$ cat config.mk
export PLATFORM = sky130hd
export DESIGN_NAME = pipe_hazard_ctrl
export DESIGN_NICKNAME = d
export VERILOG_FILES = /design/src/rtl/pipe_hazard_ctrl.sv
export SDC_FILE = /design/constraint.sdc
export NUM_CORES = 1
export LEC_CHECK = 0
export ABC_AREA = 1
export CORE_UTILIZATION = 35
export CTS_CLUSTER_DIAMETER = 60
export CTS_CLUSTER_SIZE = 10
export DETAILED_ROUTE_END_ITERATION = 6
export GPL_TIMING_DRIVEN = 0
export PLACE_DENSITY = 0.58
export REMOVE_ABC_BUFFERS = 1
export SETUP_SLACK_MARGIN = 0.4
export SLEW_MARGIN = 20
export SYNTH_ARGS = -nofsm -noshare
export SYNTH_HDL_FRONTEND = slang
export SYNTH_SLANG_ARGS = --single-unit
$ cat constraint.sdc
create_clock -name clk -period 6 [get_ports clk]
set_input_delay 1.8 -clock clk [delete_from_list [all_inputs] [get_ports clk]]
set_output_delay 1.8 -clock clk [all_outputs]
set_load 0.05 [all_outputs]
$ cat src/rtl/pipe_hazard_ctrl.sv
// Pipeline sequencing controller: PC / IF/ID / ID/EX enables and clears.
// Handles load-use bubbles, branch flushes, mul/div freeze, fetch stalls.
module pipe_hazard_ctrl #(
  parameter int REG_W       = 5,
  parameter int FLUSH_DEPTH = 2,
  parameter int MD_LAT      = 4,
  parameter int CNT_W       = 16
) (
  input  logic             clk,
  input  logic             reset,
  input  logic [REG_W-1:0] rs_d,
  input  logic [REG_W-1:0] rt_d,
  input  logic             uses_rt_d,
  input  logic [REG_W-1:0] rd_e,
  input  logic             memread_e,
  input  logic             branch_taken_e,
  input  logic             md_start_e,
  input  logic             icache_stall,
  output logic             pc_en,
  output logic             if_id_en,
  output logic             if_id_clr,
  output logic             id_ex_en,
  output logic             id_ex_clr,
  output logic             md_busy,
  output logic [CNT_W-1:0] stall_cnt
);

  localparam int MAXC =
    (FLUSH_DEPTH > MD_LAT) ? FLUSH_DEPTH : MD_LAT;
  localparam int CW = $clog2(MAXC) + 1;
  localparam logic [CW-1:0] FD_RL = CW'(FLUSH_DEPTH - 1);
  localparam logic [CW-1:0] MD_RL = CW'(MD_LAT - 1);
  localparam logic [CW-1:0] ONE   = CW'(1);

  typedef enum logic [1:0] {
    RUN,
    FLUSH,
    MD_BUSY
  } state_t;

  state_t        state, state_n;
  logic [CW-1:0] cnt, cnt_n;
  logic          load_use;

  assign load_use = memread_e && (rd_e != '0) &&
    ((rs_d == rd_e) || (uses_rt_d && (rt_d == rd_e)));

  // State and remaining-cycle counter
  always_ff @(posedge clk or posedge reset) begin
    if (reset) begin
      state <= RUN;
      cnt   <= '0;
    end else begin
      state <= state_n;
      cnt   <= cnt_n;
    end
  end

  // Next state and same-cycle pipeline controls
  always_comb begin
    state_n   = state;
    cnt_n     = cnt;
    pc_en     = 1'b1;
    if_id_en  = 1'b1;
    if_id_clr = 1'b0;
    id_ex_en  = 1'b1;
    id_ex_clr = 1'b0;
    md_busy   = 1'b0;
    if (!reset) begin
      unique case (state)
        RUN: begin
          if (branch_taken_e) begin
            if_id_clr = 1'b1;
            id_ex_clr = 1'b1;
            if (FLUSH_DEPTH > 1) begin
              state_n = FLUSH;
              cnt_n   = FD_RL;
            end
          end else if (md_start_e) begin
            pc_en    = 1'b0;
            if_id_en = 1'b0;
            id_ex_en = 1'b0;
            if (MD_LAT > 1) begin
              state_n = MD_BUSY;
              cnt_n   = MD_RL;
            end
          end else if (load_use) begin
            pc_en     = 1'b0;
            if_id_en  = 1'b0;
            id_ex_clr = 1'b1;
          end else if (icache_stall) begin
            pc_en     = 1'b0;
            if_id_clr = 1'b1;
          end
        end
        FLUSH: begin
          if_id_clr = 1'b1;
          pc_en     = !icache_stall;
          if (branch_taken_e) begin
            id_ex_clr = 1'b1;
            cnt_n     = FD_RL;
          end else if (cnt == ONE) begin
            state_n = RUN;
            cnt_n   = '0;
          end else begin
            cnt_n = cnt - ONE;
          end
        end
        MD_BUSY: begin
          pc_en    = 1'b0;
          if_id_en = 1'b0;
          id_ex_en = 1'b0;
          md_busy  = 1'b1;
          if (cnt == ONE) begin
            state_n = RUN;
            cnt_n   = '0;
          end else begin
            cnt_n = cnt - ONE;
          end
        end
        default: begin
          state_n = RUN;
          cnt_n   = '0;
        end
      endcase
    end
  end

  // Saturating count of cycles with the PC frozen
  always_ff @(posedge clk or posedge reset) begin
    if (reset) begin
      stall_cnt <= '0;
    end else if (!pc_en && (stall_cnt != '1)) begin
      stall_cnt <= stall_cnt + CNT_W'(1);
    end
  end

endmodule

==> out/results.tsv <==
stage	metric	value	unit
global_routing	grtUsageTotal	16.8	%
timing	min_period	5.41	ns
cells_and_area	final_area	2200	µm²
worst_setup_path	crit_chain	clkdlybuf4s50_1, inv_1, nand2_1, nand2_1, inv_1, o211ai_1, a21oi_1, dlygate4sd2_1	
yosys	synth_seq_cells	21	
cells_and_area	final_common_cell	nand2_1	
worst_setup_path	critical_path.max_fanout	6	
global_routing	grt_max_degree	21	
worst_setup_path	path_delay_family	buffers and inverters	
floorplanning	core-area	4470	µm²
yosys	synth_top_area_share	31.5	%
floorplanning	initial_core_util	37.3	%
cells_and_area	multiInputGateArea	967	µm²
yosys	synth-compound-area-share	6.30	%
global_routing	use_met3	2.14	%
global_routing	grt_pass1_vias	1536	
clocking	tritoncts	yes	
clocking	cts.htree.levels	1	
worst_setup_path	required	4.20	ns
cells_and_area	fin_nets	319	
clocking	cts_buffer_depth	2	
placement	port_buffers	43	
routing	drt-wirelength-per-cell	11.6	µm
run	drv_cap	0	
cells_and_area	syn2layout_area_growth	31.9	%
placement	hpwl	2940	µm
placement	placed_area	2130	µm²
worst_setup_path	critPathArrivalTime	3.61	ns
pwr	powerDensity	301	nW/µm²
worst_setup_path	r2r_slack	3.83	ns
cells_and_area	num-fill-cells	463	
timing	slew_violations	0	
timing	hold_viol	0	
clocking	cts.sink_count	21	
timing	slew_headroom	65.1	%
global_routing	use_met2	28.0	%
clocking	worstSkewPairLatency	0.26	ns
yosys	muxShareOfSynthArea	0	%
pwr	max-vdd-ir-drop	0.246	mV
global_routing	antenna_found_initial	0	
placement	dp_cells	336	
floorplanning	die-area	5050	µm²
worst_setup_path	crit_type	input port to output pin	
min_path	worstHoldPathType	flip-flop to flip-flop	
global_routing	top_usage_layer	met2	
global_routing	grt_pass1_wl	6870	µm
routing	ant_nets	0	
clocking	cts_hold_buffers	0	
yosys	postSynthAreaPerCell	6.78	µm²
clocking	cts_root_buf	clkbuf_8	
routing	via_per_inst	4.84	
worst_setup_path	critPathBufInv	4	
yosys	yosys.area.top_type	dfrtp_1	
global_routing	met1_usage	23.0	%
routing	wirelength	3940	µm
yosys	yosys.area_share.adder	5.25	%
worst_setup_path	critical_path.max_stage_delay	0.58	ns
floorplanning	rows	24	
routing	drcViolationCount	0	
yosys	syn-instance-count	246	
pwr	power.total	663	µW
cells_and_area	fin_cells	341	
timing	fin_skew	0.00311	ns
timing	max_freq	185	MHz
yosys	ys.warnings.count	0	
cells_and_area	final_cell_mix	nand2_1, clkdlybuf4s50_1, inv_1	
yosys	synth_top_family_by_area	simple AND/OR/NAND/NOR gates	
cells_and_area	drive_gt1_share	5.88	%
clocking	cts_setup_buffers	0	
timing	holdWs	0.538	ns
placement	gp_congestion	0.806	
routing	drt-pass1-iter-count	6	
yosys	synth-simple-area-share	38.5	%
cells_and_area	antennaDiodeCount	0	
clocking	clkTransAtPathRegs	0.08	ns
yosys	yosysSeqAreaShare	31.5	%
routing	drtIter0Drc	76	
worst_setup_path	critPathLaunchType	input port	
yosys	synth_area_leaders	dfrtp_1, nand2_1, inv_1	
cells_and_area	finalCoreUtilization	49.2	%
yosys	synth.distinct_cells	25	
routing	num_vias	1650	
timing	fin_crit_sh	90.1	%
timing	worst_slew_pin_slew	0.520	ns
floorplanning	die_h	71.1	µm
global_routing	grt.overflow.total	0	
floorplanning	die_w	71.1	µm
pwr	p_leak	0.00115	µW
timing	rsz0062_at_grt	no	
cells_and_area	regArea	526	µm²
timing	setup_viol	0	
yosys	synth-xor-area-share	6.82	%
floorplanning	io_pins	44	
outcome	outcome	finished, final reports clean	
yosys	syn_area	1670	µm²
worst_setup_path	critPathSlowestCell	clkdlybuf4s50_1	
clocking	numCtsBuffers	3	
worst_setup_path	endpoint_kind	output pin	
## worst reg2reg max path, stage by stage (launching register included)
cell     delay, ns
dfrtp_1       0.40
inv_1         0.07
ha_1          0.21
inv_1         0.12
nor2_1        0.08
nor3_4        0.41
buf_4         0.27
nand3_2       0.29
nand2_1       0.15
nand2_1       0.05
## timing repair
item                       4_1_cts  5_1_grt
gates resized for setup          6        3
cloned                           1        0
pin swaps                        0        0
setup endpoints to repair        3        3
## synthesized netlist by cell type
cell,number
o31ai_1,2
buf_6,3
a31oi_1,1
and3_1,1
o211ai_1,1
nor3_1,4
buf_2,3
inv_1,37
nor2_1,18
o22ai_1,1
o21ai_0,6
nor2_2,1
nand2_2,1
nor2_4,1
a21oi_1,8
nand3_2,3
xor2_1,7
nand2_1,82
nand3b_4,1
xnor2_1,6
inv_2,2
nand4_1,17
ha_1,7
dfrtp_1,21
nand3_1,12
## state kept, by name, indices dropped and copies added, names as in the netlist
name / flops
stall_cnt: 16
state: 2
cnt: 3
## layout make-up
| cell class | instances | share of cell area [%] |
|---|---|---|
| inverter | 39 | 6.82 |
| multi-input combinational | 180 | 43.9 |
| sequential | 21 | 23.9 |
| timing repair inverter | 1 | 0.227 |
| tap | 52 | 2.96 |
| timing repair buffer | 44 | 20.1 |
| clock buffer | 4 | 2.05 |
## stage by stage
step	setup WS [ns]	setup TNS, ns
2_1_floorplan	0.658	0
3_3_place_gp	-0.767	-0.770
3_5_place_dp	0.000944	0
4_1_cts	0.341	0
5_1_grt	0.418	0
6_report	0.592	0
## cells by family after synthesis
group | count (synthesis)
xor gates and xnor gates | 13
and+or+nand+nor | 141
buffers and inverters | 45
AOI/OAI and AO/OA | 19
adders and majority gates | 7
DFF | 21
## report_power, final
| group | internal (µW) | leakage (µW) | switching (µW) |
|---|---|---|---|
| clock | 47.4 | 0.0000228 | 47.9 |
| sequential | 171 | 0.000282 | 29.7 |
| combinational | 124 | 0.000841 | 243 |
## worst paths after layout
kind | from | endpoint | depth (start not counted)
max | branch_taken_e | if_id_clr | 8
min | stall_cnt[1] | stall_cnt[1] | 2
max reg2reg | state[1] | stall_cnt[15] | 9
min reg2reg | stall_cnt[1] | stall_cnt[1] | 2
max in group asynchronous | reset | stall_cnt[13] | 2
min in group asynchronous | reset | stall_cnt[6] | 2
## routing by layer
layer  routed length, µm  vias up  share of wire (%)
met3                 116        2                2.9
met5                   0        -                  0
met1                1980      742                 50
met4                  25        0               0.63
li1                    -      873                  -
met2                1810       33                 46
(Power assumes the default switching activity.)
